File: src/rtl/result_reader_pkg.sv
// ============================================================================
// Module  : result_reader_pkg
// Brief   : Shared sizing constants and drain FSM state encoding.
// Revision: 1.0
// ============================================================================
`default_nettype none

package result_reader_pkg;

    localparam int ADDR_W = 3;
    localparam int DEPTH  = 8;
    localparam int DATA_W = 32;
    localparam int OUT_W  = 16;

    typedef enum logic [2:0] {
        S_IDLE = 3'd0,
        S_RD   = 3'd1,
        S_LAT  = 3'd2,
        S_HI   = 3'd3,
        S_LO   = 3'd4,
        S_CHK  = 3'd5,
        S_FIN  = 3'd6
    } state_e;

endpackage

`default_nettype wire

File: src/rtl/result_reader_if.sv
// ============================================================================
// Module  : result_reader_if
// Brief   : Product RAM read port plus valid/ready output beat stream.
// Revision: 1.0
// ============================================================================
`default_nettype none

interface result_reader_if;
    import result_reader_pkg::*;

    logic              ram_rd_en;
    logic [ADDR_W-1:0] ram_rd_addr;
    logic [DATA_W-1:0] ram_rd_data;
    logic [OUT_W-1:0]  out_data;
    logic              out_valid;
    logic              out_ready;
    logic              out_last;

    modport master (
        output ram_rd_en, ram_rd_addr, out_data, out_valid, out_last,
        input  ram_rd_data, out_ready
    );

    modport slave (
        input  ram_rd_en, ram_rd_addr, out_data, out_valid, out_last,
        output ram_rd_data, out_ready
    );

endinterface

`default_nettype wire

File: src/rtl/result_reader_addr_counter.sv
// ============================================================================
// Module  : rr_addr_counter
// Brief   : Read-address up counter with clear and DEPTH-1 terminal flag.
// Revision: 1.0
// ============================================================================
`default_nettype none

module rr_addr_counter #(
    parameter int ADDR_W = 3,
    parameter int DEPTH  = 8
) (
    input  wire logic              clk,
    input  wire logic              rst,
    input  wire logic              inc,
    input  wire logic              clear,
    output logic      [ADDR_W-1:0] count,
    output logic                   terminal
);

    localparam logic [ADDR_W-1:0] c_last = ADDR_W'(DEPTH - 1);

    logic [ADDR_W-1:0] r_count;

    always_ff @(posedge clk) begin
        if (rst || clear) begin
            r_count <= '0;
        end else if (inc) begin
            r_count <= r_count + 1'b1;
        end
    end

    assign count    = r_count;
    assign terminal = (r_count == c_last);

endmodule

`default_nettype wire

File: src/rtl/result_reader.sv
// ============================================================================
// Module  : result_reader
// Brief   : Drains the product RAM, streaming each word as hi/lo beats.
//           Optional trailing checksum beat with RESULT_CHECKSUM_EN.
// Revision: 1.0
// ============================================================================
`default_nettype none

module result_reader #(
    parameter int DEPTH = result_reader_pkg::DEPTH
) (
    input  wire logic         clk,
    input  wire logic         rst,
    input  wire logic         start,
    output logic              busy,
    output logic              done,
    result_reader_if.master   bus
);
    import result_reader_pkg::*;

    state_e            r_state;
    logic [DATA_W-1:0] r_buf;
    logic              r_rd_en;
    logic              r_valid;
    logic              r_last;
    logic              r_busy;
    logic              r_done;
`ifdef RESULT_CHECKSUM_EN
    logic [OUT_W-1:0]  r_sum;
`endif

    logic [OUT_W-1:0]  w_out_data;
    logic [ADDR_W-1:0] w_addr;
    logic              w_terminal;
    logic              w_accept;
    logic              w_inc;
    logic              w_clear;

    assign w_accept = r_valid & bus.out_ready;
    // The final word does not advance the counter; FIN clears it instead.
    assign w_inc    = (r_state == S_LO) & w_accept & ~w_terminal;
    assign w_clear  = (r_state == S_FIN);

    rr_addr_counter #(
        .ADDR_W (ADDR_W),
        .DEPTH  (DEPTH)
    ) u_addr_counter (
        .clk      (clk),
        .rst      (rst),
        .inc      (w_inc),
        .clear    (w_clear),
        .count    (w_addr),
        .terminal (w_terminal)
    );

    always_comb begin
        w_out_data = '0;
        case (r_state)
            S_HI:    w_out_data = r_buf[DATA_W-1:OUT_W];
            S_LO:    w_out_data = r_buf[OUT_W-1:0];
`ifdef RESULT_CHECKSUM_EN
            S_CHK:   w_out_data = r_sum;
`endif
            default: w_out_data = '0;
        endcase
    end

    always_ff @(posedge clk) begin
        if (rst) begin
            r_state <= S_IDLE;
            r_buf   <= '0;
            r_rd_en <= 1'b0;
            r_valid <= 1'b0;
            r_last  <= 1'b0;
            r_busy  <= 1'b0;
            r_done  <= 1'b0;
`ifdef RESULT_CHECKSUM_EN
            r_sum   <= '0;
`endif
        end else begin
            case (r_state)
                S_IDLE: begin
                    if (start) begin
                        r_state <= S_RD;
                        r_rd_en <= 1'b1;
                        r_busy  <= 1'b1;
`ifdef RESULT_CHECKSUM_EN
                        r_sum   <= '0;
`endif
                    end
                end
                S_RD: begin
                    r_rd_en <= 1'b0;
                    r_state <= S_LAT;
                end
                S_LAT: begin
                    r_buf   <= bus.ram_rd_data;
                    r_valid <= 1'b1;
                    r_state <= S_HI;
                end
                S_HI: begin
                    if (w_accept) begin
                        r_state <= S_LO;
`ifdef RESULT_CHECKSUM_EN
                        r_sum   <= r_sum + w_out_data;
`else
                        r_last  <= w_terminal;
`endif
                    end
                end
                S_LO: begin
                    if (w_accept) begin
`ifdef RESULT_CHECKSUM_EN
                        r_sum <= r_sum + w_out_data;
`endif
                        if (!w_terminal) begin
                            r_state <= S_RD;
                            r_rd_en <= 1'b1;
                            r_valid <= 1'b0;
                        end else begin
`ifdef RESULT_CHECKSUM_EN
                            // Valid stays high: the checksum beat follows directly.
                            r_state <= S_CHK;
                            r_last  <= 1'b1;
`else
                            r_state <= S_FIN;
                            r_valid <= 1'b0;
                            r_last  <= 1'b0;
                            r_done  <= 1'b1;
`endif
                        end
                    end
                end
`ifdef RESULT_CHECKSUM_EN
                S_CHK: begin
                    if (w_accept) begin
                        r_state <= S_FIN;
                        r_valid <= 1'b0;
                        r_last  <= 1'b0;
                        r_done  <= 1'b1;
                    end
                end
`endif
                S_FIN: begin
                    r_done  <= 1'b0;
                    r_busy  <= 1'b0;
                    r_state <= S_IDLE;
                end
                default: begin
                    r_state <= S_IDLE;
                end
            endcase
        end
    end

    assign bus.ram_rd_en   = r_rd_en;
    assign bus.ram_rd_addr = w_addr;
    assign bus.out_data    = w_out_data;
    assign bus.out_valid   = r_valid;
    assign bus.out_last    = r_last;
    assign busy            = r_busy;
    assign done            = r_done;

endmodule

`default_nettype wire
File: src/flat_wrapper.sv
// flat-port wrapper written by rule: the top's interface ports become plain ports
module result_reader_flat import result_reader_pkg::*;
#(
    parameter int DEPTH = result_reader_pkg::DEPTH
)
  (clk, rst, start, busy, done, bus_ram_rd_en, bus_ram_rd_addr, bus_out_data, bus_out_valid, bus_out_last, bus_ram_rd_data, bus_out_ready);
  result_reader_if bus_i ();
  input  wire logic clk;
  input  wire logic rst;
  input  wire logic start;
  output logic busy;
  output logic done;
  output wire logic [$bits(bus_i.ram_rd_en)-1:0] bus_ram_rd_en;
  output wire logic [$bits(bus_i.ram_rd_addr)-1:0] bus_ram_rd_addr;
  output wire logic [$bits(bus_i.out_data)-1:0] bus_out_data;
  output wire logic [$bits(bus_i.out_valid)-1:0] bus_out_valid;
  output wire logic [$bits(bus_i.out_last)-1:0] bus_out_last;
  input wire logic [$bits(bus_i.ram_rd_data)-1:0] bus_ram_rd_data;
  input wire logic [$bits(bus_i.out_ready)-1:0] bus_out_ready;
  assign bus_ram_rd_en = bus_i.ram_rd_en;
  assign bus_ram_rd_addr = bus_i.ram_rd_addr;
  assign bus_out_data = bus_i.out_data;
  assign bus_out_valid = bus_i.out_valid;
  assign bus_out_last = bus_i.out_last;
  assign bus_i.ram_rd_data = bus_ram_rd_data;
  assign bus_i.out_ready = bus_out_ready;
  result_reader #(.DEPTH(DEPTH)) u_core (.clk(clk), .rst(rst), .start(start), .busy(busy), .done(done), .bus(bus_i));
endmodule
File: config.mk
export PLATFORM = sky130hd
export DESIGN_NAME = result_reader_flat
export DESIGN_NICKNAME = d
export VERILOG_FILES = /design/src/rtl/result_reader_pkg.sv /design/src/rtl/result_reader_if.sv /design/src/rtl/result_reader_addr_counter.sv /design/src/rtl/result_reader.sv /design/src/flat_wrapper.sv
export SDC_FILE = /design/constraint.sdc
export NUM_CORES = 1
export LEC_CHECK = 0
export BUFFER_PORTS_ARGS = -buffer_cell sky130_fd_sc_hd__buf_4
export CORE_MARGIN = 3
export CORE_UTILIZATION = 45
export CTS_BUF_LIST = sky130_fd_sc_hd__clkbuf_8
export CTS_CLUSTER_SIZE = 30
export DETAILED_ROUTE_END_ITERATION = 16
export GPL_ROUTABILITY_DRIVEN = 1
export GPL_TIMING_DRIVEN = 0
export HOLD_SLACK_MARGIN = 0.05
export PLACE_DENSITY = 0.72
export SETUP_SLACK_MARGIN = 0.2
export SLEW_MARGIN = 0
export SYNTH_ARGS = -nofsm -noshare
export SYNTH_HDL_FRONTEND = slang
export SYNTH_HIERARCHICAL = 1
export SYNTH_SLANG_ARGS = --single-unit
File: constraint.sdc
create_clock -name clk -period 2.3 [get_ports clk]
set_input_delay 0.23 -clock clk [delete_from_list [all_inputs] [get_ports clk]]
set_output_delay 0.23 -clock clk [all_outputs]
set_load 0.01 [all_outputs]
# Yosys cells after proc, flatten, opt, wreduce, memory -nomap -nowiden
# Cells that the tools add are included.
# Widths: inputs -> output; s select.
[op_classes] add_sub_neg=1 n_eq_ne=11 mux=20 bitwise_logic=4 n_reduce_logical=13
[op_table] op="$pmux 16 s2" count=1
[op_table] op="$pmux 3 s5" count=1
[op_table] op="$mux 3" count=4
[op_table] op="$eq 3x3->1 const B" count=3
[op_table] op="$mux 1" count=9
[op_table] op="$pmux 1 s2" count=4
[op_table] op="$reduce_and 4->1" count=2
[op_table] op="$reduce_bool 2->1" count=4
[op_table] op="$eq 3x2->1 const B" count=2
[op_table] op="$ne 2x1->1 const B" count=3
[op_table] op="$reduce_and 3->1" count=2
[op_table] op="$ne 2x2->1 const B" count=2
[op_table] op="$reduce_and 2->1" count=2
[op_table] op="$add 3x1->3 const B" count=1
[op_table] op="$and 1x1->1" count=3
[op_table] op="$eq 3x1->1 const B" count=1
[op_table] op="$logic_not 3->1" count=1
[op_table] op="$pmux 1 s3" count=1
[op_table] op="$reduce_bool 3->1" count=1
[op_table] op="$logic_or 1x1->1" count=1
[op_table] op="$not 1->1" count=1
[word_totals] regBits=43 inputBits=36 output_inout_bits=24 wordCells=57

# Longest topological paths before layout
# Gate-level depths: netlist of the first run.
[depth] word_depth=4 depth_mapped=6 mapped_depth_nobuf=6

# Hierarchy
# Netlist of the first run, hierarchy kept.
[by_module_without_submodules] mod="result_reader" instances=1 cells_per_inst=211 area_per_inst_um2=1800.5 seq_area_each_um2=800.8
[by_module_without_submodules] mod="rr_addr_counter" instances=1 cells_per_inst=11 area_per_inst_um2=133.9 seq_area_each_um2=60.1

# Worst setup path after synthesis of the first run
# No wires, ideal clock.
[synth_timing] kind="register -> register" from="register u_core.u_addr_counter.r_count[0], in the netlist u_core/u_addr_counter/count[0]" to="register u_core.u_addr_counter.r_count[1], in the netlist u_core/u_addr_counter/count[1]" setup_time_ns=0.138 arrival_ns=1.425 t_required_ns=2.162 slack_ns=0.737 stages_incl_launch_ff=7 path_buffers=0 synth_period_minus_slack_ns=1.563 cell_sequence="dfxtp_1 -> ha_1 -> ha_1 -> and3b_1 -> and2_1 -> mux2i_1 -> nor3_1"
[synth_between] elab_chain_cells=3
[synth_lines] item="start, declared" line_no="result_reader_addr_counter.sv:22" rtl="logic [ADDR_W-1:0] r_count;"
[synth_lines] item="start signal, assigned" line_no="result_reader_addr_counter.sv:28" rtl="r_count <= r_count + 1'b1;"
[synth_lines] item="$eq 3x3->1" line_no="result_reader_addr_counter.sv:33" rtl="assign terminal = (r_count == c_last);"
[synth_lines] item="named net u_core.w_terminal" line_no="result_reader.sv:34" rtl="logic w_terminal;"
[synth_lines] item="$not 1->1" line_no="result_reader.sv:41" rtl="assign w_inc = (r_state == S_LO) & w_accept & ~w_terminal;"
[synth_lines] item="$and 1x1->1" line_no="result_reader.sv:41"
[synth_lines] item="named net u_core.w_inc" line_no="result_reader.sv:36" rtl="logic w_inc;"
# The timed path passes the listed nets, and every way through them passes these cells.
# A chain may end at the register's enable or synchronous reset.

# Worst setup path after layout of the first run
[layout_timing] from="register u_core.r_state[1]" to="output bus_out_data[4]"
[layout_between] elab_chain_cells=2
[layout_lines] item="start, declared" line_no="result_reader.sv:21" rtl="state_e r_state;"
[layout_lines] item="start signal, assigned" line_no="result_reader.sv:70" rtl="r_state <= S_IDLE;"
[layout_lines] item="start signal, assigned" line_no="result_reader.sv:84" rtl="r_state <= S_RD;"
[layout_lines] item="start signal, assigned" line_no="result_reader.sv:94" rtl="r_state <= S_LAT;"
[layout_lines] item="$eq 3x3->1 or $eq 3x2->1 (tied branches)" line_no="result_reader.sv:58" rtl="case (r_state)"
[layout_lines] item="$pmux 16 s2 *" line_no="result_reader.sv:58"
[layout_lines] item="end, declared" line_no="flat_wrapper.sv:15" rtl="output wire logic [$bits(bus_i.out_data)-1:0] bus_out_data;"
# Every way passes the cells marked *; elsewhere a longest branch is shown, timed or not.

==> tab_implementation.tex, run 1 <==
\begin{tabular}{lr}
\hline
Metric & Value \\
\hline
\multicolumn{2}{l}{\textbf{Logic synthesis}} \\
Synthesized net count & 260 \\
Area fraction in compound gates after synthesis & 0.234 \\
Commonest cells in the synthesized netlist & sky130\_fd\_sc\_hd\_\_nand2\_1, sky130\_fd\_sc\_hd\_\_dfxtp\_1, sky130\_fd\_sc\_hd\_\_a21oi\_1, sky130\_fd\_sc\_hd\_\_a22o\_1, sky130\_fd\_sc\_hd\_\_buf\_6 \\
Avg Cell Area, Syn & 8.71 um\^{}2 \\
Share of synthesized area occupied by flip-flops and latches & 0.445 \\
Share of synthesized area spent on multiplexers & 0.0162 \\
Most frequently used cell type in the post-synthesis netlist & sky130\_fd\_sc\_hd\_\_nand2\_1 \\
Synth Area in Adders & 0.0129 \\
Largest family of logic cells by synthesized area & compound AO/OA/AOI/OAI gates \\
Xor and xnor area share after synthesis & 0.00453 \\
Post-synthesis cell area & between 1500 and 2000 um\^{}2 \\
Basic-gate share of the synthesized area counting and, or, nand and nor cells & 0.206 \\
Post-Synthesis Cells & 222 \\
Top area cells in the synthesized netlist & sky130\_fd\_sc\_hd\_\_dfxtp\_1, sky130\_fd\_sc\_hd\_\_nand2\_1, sky130\_fd\_sc\_hd\_\_a21oi\_1 \\
Flops \& latches, synth & 43 \\
Post-synth ARST share & 0 \\
Number of warnings printed during yosys synthesis & 6 \\
Cell taking the most area after synthesis & sky130\_fd\_sc\_hd\_\_dfxtp\_1 \\
Leading register cell type out of synthesis & sky130\_fd\_sc\_hd\_\_dfxtp\_1 \\
Number of enable-type register cells in the synthesized netlist & 0 \\
Portion of synthesized cell area occupied by the leading cell type & 0.445 \\
Unique cell type count in the Yosys netlist & 40 \\
\multicolumn{2}{l}{\textbf{Setup path}} \\
Kind of end point of the critical path & primary output \\
Critical path cell sequence & buf\_6 > nor3b\_2 > buf\_2 > a22o\_1 > buf\_4 \\
WP data required & 2.07 ns \\
Maximum fanout along the worst path & 10 \\
Register-to-Register Setup Slack & approximately 0.55 ns \\
Max stage delay on crit path & 0.32 ns \\
WS Path Type & register to primary output \\
Family of cells with the greatest summed delay on the critical path & buffers and inverters \\
Buffers and inverters on the worst path & 3 \\
Category of the worst setup path launch point & register \\
Endpoint arrival time on the critical path & 1.69 ns \\
Worst path slowest cell & sky130\_fd\_sc\_hd\_\_nor3b\_2 \\
\multicolumn{2}{l}{\textbf{Timing}} \\
Post-route clock period utilization & 0.833 \\
Final sum of negative setup slack & 0 ns \\
Endpoints failing setup & 0 \\
Worst slew margin relative to its limit & 0.571 \\
Hold Vio Cnt, Final & 0 \\
Post-route clock skew & 0.00493 ns \\
Minimum clock period after layout & around 1.9 ns \\
Maximum clock frequency & 522 MHz \\
RSZ-0062 raised after global routing & false \\
Number of max-slew violations in the final report & 0 \\
Measured slew at the worst slew-check pin & between 0.6 and 0.7 ns \\
\multicolumn{2}{l}{\textbf{Placement}} \\
Placed cell count & 331 \\
Cell area after placement & 2440 um\^{}2 \\
Weighted congestion at the end of routability-driven global placement & 0.786 \\
Final HPWL DP & 3470 um \\
Count of buffers from port buffering & 59 \\
\multicolumn{2}{l}{\textbf{Die}} \\
Core area & between 4000 and 5000 um\^{}2 \\
I/O Pins & 60 \\
Die span in x & between 70 and 80 um \\
Starting Density & 0.473 \\
Overall die area & 5120 um\^{}2 \\
Floorplan die height & 71.6 um \\
Number of rows created at floorplan & 23 \\
\multicolumn{2}{l}{\textbf{Cells and area}} \\
Area added between synthesis and finish & 30.5\% \\
Number of nets in the final layout & around 330 \\
Utilization after layout & 0.618 \\
Multi-input logic area & 916 um\^{}2 \\
Share of final-layout standard cells stronger than drive strength 1 & 0.311 \\
Antenna diode instance count & 0 \\
Design Area, Final & around 2500 um\^{}2 \\
Final-layout fill cell count & between 300 and 400 \\
Post-route non-filler standard cell count & 339 \\
Area occupied by registers & 861 um\^{}2 \\
\multicolumn{2}{l}{\textbf{Clocking}} \\
Clock-pin slew on the worst setup and hold paths & 0.08 ns \\
CTS buffer count & 5 \\
Number of H-tree branching levels & 2 \\
Number of instances resized during post-cts repair & 0 \\
Post-CTS Hold Fix Bufs & 0 \\
Root buffer cell & sky130\_fd\_sc\_hd\_\_clkbuf\_8 \\
Clock latency of the later-clocked register in the worst-skew pair & 0.29 ns \\
Post-CTS setup buffers & 0 \\
Clock tree from TritonCTS & built \\
Number of clock sinks & 43 \\
CTS Buffer Depth & 2 \\
\multicolumn{2}{l}{\textbf{Worst hold path}} \\
Worst Hold Class & input port to register \\
\multicolumn{2}{l}{\textbf{Detailed routing}} \\
Starting DRC count in detailed routing & 144 \\
Number of vias per cell after detailed routing & 5.17 \\
Drt total wl & 4820 um \\
Vias after detailed routing & 1,754 \\
Antenna Violating Nets Remaining & 0 \\
WL/cell & 14.2 um \\
Initial DRT Pass Iterations & 4 \\
DRC errors left & 0 \\
\multicolumn{2}{l}{\textbf{Pwr}} \\
P per Cell Area & 688 nW/um\^{}2 \\
Peak supply drop & 0.000412 V \\
Leakage power of the design & 1.04 nW \\
\multicolumn{2}{l}{\textbf{Global route}} \\
Largest net degree at the start of global routing & 14 \\
Number of antenna violations at the first check in global routing & 0 \\
First-pass GRT wire length & 8070 um \\
Total routing usage reported by global routing & 0.202 \\
GRT overflow & 0 \\
Via count of the first global-routing pass & 1,704 \\
\multicolumn{2}{l}{\textbf{Outcome}} \\
Status & finished, final reports clean \\
\multicolumn{2}{l}{\textbf{Run}} \\
Max cap viols & 0 \\
\hline
\end{tabular}
-- per-stage QoR --
| stage | hold WS (ns) | worst slack [ns] | total power [mW] |
|---|---|---|---|
| 6_report | 0.120 | 0.384 | 1.74 |
| 3_5_place_dp | 0.431 | 0.549 | 1.29 |
| 5_1_grt | 0.119 | 0.243 | 1.84 |
| 2_1_floorplan | 0.301 | 0.737 | 1.15 |
| 4_1_cts | 0.115 | 0.366 | 1.75 |
| 3_3_place_gp | 0.431 | 0.555 | 1.28 |
-- path summary, 6_finish.rpt --
kind,from,to,cells after the start
max,u_core/r_state[1],bus_out_data[4],5
min,rst,u_core/u_addr_counter/count[0],2
max reg2reg,u_core/r_state[1],u_core/u_addr_counter/count[1],6
min reg2reg,u_core/r_buf[12],u_core/r_buf[12],2
-- cell usage in the layout, fill, tap and decap left out, types with 2 or more instances in the layout --
| cell type | n |
|---|---|
| sky130_fd_sc_hd__buf_4 | 60 |
| sky130_fd_sc_hd__buf_6 | 10 |
| sky130_fd_sc_hd__a221oi_1 | 2 |
| sky130_fd_sc_hd__inv_1 | 2 |
| sky130_fd_sc_hd__o21ai_0 | 2 |
| sky130_fd_sc_hd__and2_1 | 2 |
| sky130_fd_sc_hd__nor2_1 | 2 |
| sky130_fd_sc_hd__mux2i_1 | 2 |
| sky130_fd_sc_hd__nor3b_1 | 2 |
| sky130_fd_sc_hd__a21oi_1 | 35 |
| sky130_fd_sc_hd__nor3_1 | 3 |
| sky130_fd_sc_hd__and3b_1 | 2 |
| sky130_fd_sc_hd__nor2b_1 | 2 |
| sky130_fd_sc_hd__buf_2 | 3 |
| sky130_fd_sc_hd__clkbuf_8 | 5 |
| sky130_fd_sc_hd__clkbuf_1 | 4 |
| sky130_fd_sc_hd__a22o_1 | 16 |
| sky130_fd_sc_hd__nand2_1 | 66 |
| sky130_fd_sc_hd__ha_1 | 2 |
| sky130_fd_sc_hd__a211oi_2 | 2 |
| sky130_fd_sc_hd__dfxtp_1 | 43 |
-- cells by family (layout without fill, tap and decap cells) --
logic type / after synthesis / count (layout)
adder cells (fa/ha/maj): 2 / 2
multiplexers: 3 / 3
buffers and inverters: 20 / 87
flip-flops: 43 / 43
AND/OR/NAND/NOR: 86 / 86
XOR/XNOR: 1 / 1
AO/OA/AOI/OAI: 67 / 67
-- report_power, final --
part / switching [mW] / total, mW / internal, mW
Sequential: 0.0412 / 0.859 / 0.817
Clock: 0.257 / 0.464 / 0.208
Combinational: 0.218 / 0.414 / 0.196
-- area by class of cell --
cell class,instances,share of cell area
multi-input combinational,159,0.363
sequential,43,0.341
timing repair buffer,59,0.175
buffer,19,0.0610
clock buffer,5,0.0273
tap,50,0.0248
clock inverter,3,0.00644
inverter,1,0.00149
-- layer usage --
layer	up-vias	wire, um	GRT usage
met5	-	0	0
met4	0	48	0.0564
met3	6	322	0.0477
li1	901	-	-
met1	792	2200	0.275
met2	55	2250	0.321
-- flip-flops by register name, indices dropped and copies added, names as in the netlist --
signal / count
u_core/u_addr_counter/count: 3
u_core/bus.out_valid: 1
u_core/busy: 1
u_core/bus.ram_rd_en: 1
u_core/r_state: 3
u_core/done: 1
u_core/bus.out_last: 1
u_core/r_buf: 32
Note: power is estimated with default switching activity, not from simulation.
==> run 2: changes to the inputs <==
--- a/config.mk
+++ b/config.mk
@@ -5,6 +5,7 @@
 export SDC_FILE = /design/constraint.sdc
 export NUM_CORES = 1
 export LEC_CHECK = 0
+export ABC_AREA = 1
 export BUFFER_PORTS_ARGS = -buffer_cell sky130_fd_sc_hd__buf_4
 export CORE_MARGIN = 3
 export CORE_UTILIZATION = 45
@@ -14,7 +15,7 @@
 export GPL_ROUTABILITY_DRIVEN = 1
 export GPL_TIMING_DRIVEN = 0
 export HOLD_SLACK_MARGIN = 0.05
-export PLACE_DENSITY = 0.72
+export PLACE_DENSITY = 0.75
 export SETUP_SLACK_MARGIN = 0.2
 export SLEW_MARGIN = 0
 export SYNTH_ARGS = -nofsm -noshare
==> constraint.sdc (replaced) <==
create_clock -name clk -period 1.68 [get_ports clk]
set_input_delay 0.168 -clock clk [delete_from_list [all_inputs] [get_ports clk]]
set_output_delay 0.168 -clock clk [all_outputs]
set_load 0.01 [all_outputs]
==> tab_implementation.tex, run 2 <==
\begin{tabular}{lr}
\hline
Metric & Value \\
\hline
\multicolumn{2}{l}{\textbf{Outcome}} \\
Status & finished, final reports clean (unchanged) \\
\multicolumn{2}{l}{\textbf{Logic synthesis}} \\
Post-synthesis cell area & 1900 um\^{}2 (was 1930 um\^{}2) \\
Cell taking the most area after synthesis & sky130\_fd\_sc\_hd\_\_dfxtp\_1 (unchanged) \\
Commonest cells in the synthesized netlist & sky130\_fd\_sc\_hd\_\_dfxtp\_1, sky130\_fd\_sc\_hd\_\_inv\_1, sky130\_fd\_sc\_hd\_\_a21oi\_1, sky130\_fd\_sc\_hd\_\_o21ai\_0, sky130\_fd\_sc\_hd\_\_nand2\_1 (was sky130\_fd\_sc\_hd\_\_nand2\_1, sky130\_fd\_sc\_hd\_\_dfxtp\_1, sky130\_fd\_sc\_hd\_\_a21oi\_1, sky130\_fd\_sc\_hd\_\_a22o\_1, sky130\_fd\_sc\_hd\_\_buf\_6) \\
Portion of synthesized cell area occupied by the leading cell type & 0.452 (was 0.445) \\
Synthesized net count & 280 (was 260) \\
Post-synth ARST share & 0 (unchanged) \\
Post-Synthesis Cells & 242 (was 222) \\
Avg Cell Area, Syn & 7.87 um\^{}2 (was 8.71 um\^{}2) \\
Number of warnings printed during yosys synthesis & 6 (unchanged) \\
Number of enable-type register cells in the synthesized netlist & 0 (unchanged) \\
Most frequently used cell type in the post-synthesis netlist & sky130\_fd\_sc\_hd\_\_dfxtp\_1 (was sky130\_fd\_sc\_hd\_\_nand2\_1) \\
Share of synthesized area occupied by flip-flops and latches & 0.452 (was 0.445) \\
Unique cell type count in the Yosys netlist & 24 (was 40) \\
Top area cells in the synthesized netlist & sky130\_fd\_sc\_hd\_\_dfxtp\_1, sky130\_fd\_sc\_hd\_\_inv\_1, sky130\_fd\_sc\_hd\_\_a21oi\_1 (was sky130\_fd\_sc\_hd\_\_dfxtp\_1, sky130\_fd\_sc\_hd\_\_nand2\_1, sky130\_fd\_sc\_hd\_\_a21oi\_1) \\
Leading register cell type out of synthesis & sky130\_fd\_sc\_hd\_\_dfxtp\_1 (unchanged) \\
Flops \& latches, synth & 43 (unchanged) \\
\multicolumn{2}{l}{\textbf{Global route}} \\
Total routing usage reported by global routing & 0.214 (was 0.202) \\
GRT Max-Usage Layer & met2 (unchanged) \\
Number of antenna violations at the first check in global routing & 0 (unchanged) \\
Via count of the first global-routing pass & 1,818 (was 1,704) \\
Global routing met3 resource utilization & 0.0639 (was 0.0477) \\
First-pass GRT wire length & 8510 um (was 8070 um) \\
GRT met2 Usage & 0.361 (was 0.321) \\
Met1 capacity usage during global routing & 0.262 (was 0.275) \\
GRT overflow & 0 (unchanged) \\
Largest net degree at the start of global routing & 13 (was 14) \\
\multicolumn{2}{l}{\textbf{Detailed routing}} \\
WL/cell & 14.4 um (was 14.2 um) \\
Initial DRT Pass Iterations & 4 (unchanged) \\
Drt total wl & 5310 um (was 4820 um) \\
Antenna Violating Nets Remaining & 0 (unchanged) \\
DRC errors left & 0 (unchanged) \\
Starting DRC count in detailed routing & 108 (was 144) \\
Vias after detailed routing & 1,909 (was 1,754) \\
Number of vias per cell after detailed routing & 5.19 (was 5.17) \\
\multicolumn{2}{l}{\textbf{Setup path}} \\
Family of cells with the greatest summed delay on the critical path & buffers and inverters (unchanged) \\
Buffers and inverters on the worst path & 3 (unchanged) \\
Worst path slowest cell & sky130\_fd\_sc\_hd\_\_dfxtp\_1 (was sky130\_fd\_sc\_hd\_\_nor3b\_2) \\
Critical path's most frequent cell & sky130\_fd\_sc\_hd\_\_buf\_4 \\
WP data required & 1.51 ns (was 2.07 ns) \\
Kind of end point of the critical path & primary output (unchanged) \\
WS Path Type & register to primary output (unchanged) \\
Endpoint arrival time on the critical path & 1.39 ns (was 1.69 ns) \\
Category of the worst setup path launch point & register (unchanged) \\
Critical path cell sequence & buf\_4 > nor2\_4 > nand2\_4 > buf\_8 > o22ai\_2 > buf\_4 (was buf\_6 > nor3b\_2 > buf\_2 > a22o\_1 > buf\_4) \\
Maximum fanout along the worst path & 10 (unchanged) \\
Max stage delay on crit path & 0.30 ns (was 0.32 ns) \\
\multicolumn{2}{l}{\textbf{Pwr}} \\
Share of power burned in the clock network & 0.291 (was 0.267) \\
Overall power & 2.67 mW (was 1.74 mW) \\
Proportion of power drawn by flip-flops and latches & 0.450 (was 0.494) \\
P per Cell Area & 930 nW/um\^{}2 (was 688 nW/um\^{}2) \\
Net switching power & 0.790 mW (was 0.516 mW) \\
Peak supply drop & 0.000514 V (was 0.000412 V) \\
Sw Ratio & 0.296 (was 0.297) \\
Internal power & 1.88 mW (was 1.22 mW) \\
Gate power share & 0.259 (was 0.238) \\
Leakage power of the design & 1.18 nW (was 1.04 nW) \\
\multicolumn{2}{l}{\textbf{Clocking}} \\
Clock-pin slew on the worst setup and hold paths & 0.07 ns (was 0.08 ns) \\
Clock tree from TritonCTS & built (unchanged) \\
Post-CTS Hold Fix Bufs & 0 (unchanged) \\
Clock latency of the later-clocked register in the worst-skew pair & 0.30 ns (was 0.29 ns) \\
CTS Buffer Depth & 2 (unchanged) \\
Root buffer cell & sky130\_fd\_sc\_hd\_\_clkbuf\_8 (unchanged) \\
Number of clock sinks & 43 (unchanged) \\
Number of H-tree branching levels & 2 (unchanged) \\
CTS buffer count & 5 (unchanged) \\
\multicolumn{2}{l}{\textbf{Cells and area}} \\
Share of final-layout standard cells stronger than drive strength 1 & 0.406 (was 0.311) \\
Top library cells by usage in the layout, fill and taps aside & sky130\_fd\_sc\_hd\_\_buf\_4, sky130\_fd\_sc\_hd\_\_inv\_1, sky130\_fd\_sc\_hd\_\_dfxtp\_1, sky130\_fd\_sc\_hd\_\_a21oi\_1, sky130\_fd\_sc\_hd\_\_o21ai\_0 (was sky130\_fd\_sc\_hd\_\_nand2\_1, sky130\_fd\_sc\_hd\_\_buf\_4, sky130\_fd\_sc\_hd\_\_dfxtp\_1, sky130\_fd\_sc\_hd\_\_a21oi\_1, sky130\_fd\_sc\_hd\_\_a22o\_1) \\
Most frequent standard cell in the layout excluding fill and tap cells & sky130\_fd\_sc\_hd\_\_buf\_4 (was sky130\_fd\_sc\_hd\_\_nand2\_1) \\
Design Area, Final & 2870 um\^{}2 (was 2520 um\^{}2) \\
Max reg flops & 32 (unchanged) \\
Utilization after layout & 0.711 (was 0.618) \\
Antenna diode instance count & 0 (unchanged) \\
Number of nets in the final layout & 356 (was 326) \\
Biggest register & u\_core/r\_buf (unchanged) \\
Area added between synthesis and finish & 50.5\% (was 30.5\%) \\
\multicolumn{2}{l}{\textbf{Timing}} \\
Number of max-slew violations in the final report & 0 (unchanged) \\
Final sum of negative setup slack & 0 ns (unchanged) \\
Worst slew margin relative to its limit & 0.716 (was 0.571) \\
RSZ-0062 raised after global routing & true (was false) \\
Endpoints failing setup & 0 (unchanged) \\
Post-route clock period utilization & 0.928 \\
Hold Vio Cnt, Final & 0 (unchanged) \\
Measured slew at the worst slew-check pin & 0.426 ns (was 0.642 ns) \\
Maximum clock frequency & $\sim$640 MHz \\
Post-route clock skew & 0.00524 ns (was 0.00493 ns) \\
Minimum clock period after layout & $\sim$1.6 ns \\
Tightest hold margin & 0.0678 ns (was 0.120 ns) \\
\multicolumn{2}{l}{\textbf{Die}} \\
Die span in x & 71.1 um (was 71.6 um) \\
Floorplan die height & 71.1 um (was 71.6 um) \\
Core area & 4030 um\^{}2 (was 4090 um\^{}2) \\
Overall die area & 5050 um\^{}2 (was 5120 um\^{}2) \\
Starting Density & 0.473 (about the same) \\
I/O Pins & 60 (unchanged) \\
Number of rows created at floorplan & 23 (unchanged) \\
\multicolumn{2}{l}{\textbf{Placement}} \\
Final HPWL DP & 3380 um (was 3470 um) \\
Count of buffers from port buffering & 59 (unchanged) \\
Weighted congestion at the end of routability-driven global placement & 0.845 (was 0.786) \\
Cell area after placement & 2410 um\^{}2 (was 2440 um\^{}2) \\
\multicolumn{2}{l}{\textbf{Run}} \\
Max cap viols & 0 (unchanged) \\
\multicolumn{2}{l}{\textbf{Worst hold path}} \\
Worst Hold Class & input port to register (unchanged) \\
\hline
\end{tabular}
-- run 2: metal layers --
metal  vias to the layer above  wire [um]  share of wire
met3                        12        341          0.064
met5                         -          0              0
li1                        943          -              -
met2                        64       2670           0.50
met4                         0        100          0.019
met1                       890       2190           0.41
-- run 2: cells by family after synthesis --
logic type      count (synthesis)  synth area share
buf+inv                        59             0.144
flops                          43             0.452
fa+ha+maj                       2            0.0131
compound gates                 87             0.263
simple gates                   51             0.128
-- run 2: cell type report --
| class | instances | area (um^2) |
|---|---|---|
| fill | 331 | 1160 |
| multi-input combinational | 140 | 943 |
| sequential | 43 | 865 |
| timing repair buffer | 69 | 589 |
| inverter | 45 | 171 |
| buffer | 14 | 131 |
| clock buffer | 5 | 68.8 |
| tap | 50 | 62.6 |
| clock inverter | 2 | 33.8 |
-- run 2: worst reg2reg max path, cell delays in order (launching register included) --
cell                      delay [ns]
sky130_fd_sc_hd__dfxtp_2        0.34
sky130_fd_sc_hd__ha_1           0.20
sky130_fd_sc_hd__ha_2           0.19
sky130_fd_sc_hd__inv_1          0.07
sky130_fd_sc_hd__nand3_2        0.10
sky130_fd_sc_hd__nor2_4         0.19
sky130_fd_sc_hd__nand2_1        0.07
sky130_fd_sc_hd__nand2_1        0.08
sky130_fd_sc_hd__nor2_2         0.03
-- run 2: stage by stage --
stage | setup WS (ns) | cells
CTS | 0.132 | 368
global placement | 0.123 | 351
finish | 0.121 | 368
global route | 0.0679 | 368
floorplan | 0.229 | 242
detailed placement | 0.0843 | 351
-- run 2: repair_timing --
action	CTS	global route
pin swaps	2	1
hold endpoints to repair	0	0
gates cloned	1	0
resized for setup	32	16
buffers inserted	9	0
endpoints found under the setup margin	19	19
-- run 2: worst paths after layout --
| path | cells past startpoint | slack, ns | from | endpoint |
|---|---|---|---|---|
| min | 2 | 0.07 | rst | u_core/r_state[2] |
| max reg2reg | 8 | 0.31 | u_core/u_addr_counter/count[0] | u_core/u_addr_counter/count[0] |
| max | 6 | 0.12 | u_core/r_state[1] | bus_out_data[12] |
| min reg2reg | 2 | 0.45 | u_core/bus.ram_rd_en | u_core/bus.ram_rd_en |
-- run 2: power by group through the flow --
stage          Combinational, mW  Sequential, mW  Clock (mW)
6_report                   0.690            1.20       0.775
4_1_cts                    0.651            1.20       0.784
3_3_place_gp               0.558            1.21           0
5_1_grt                    0.759            1.21       0.831
2_1_floorplan              0.385            1.22           0
3_5_place_dp               0.570            1.22           0
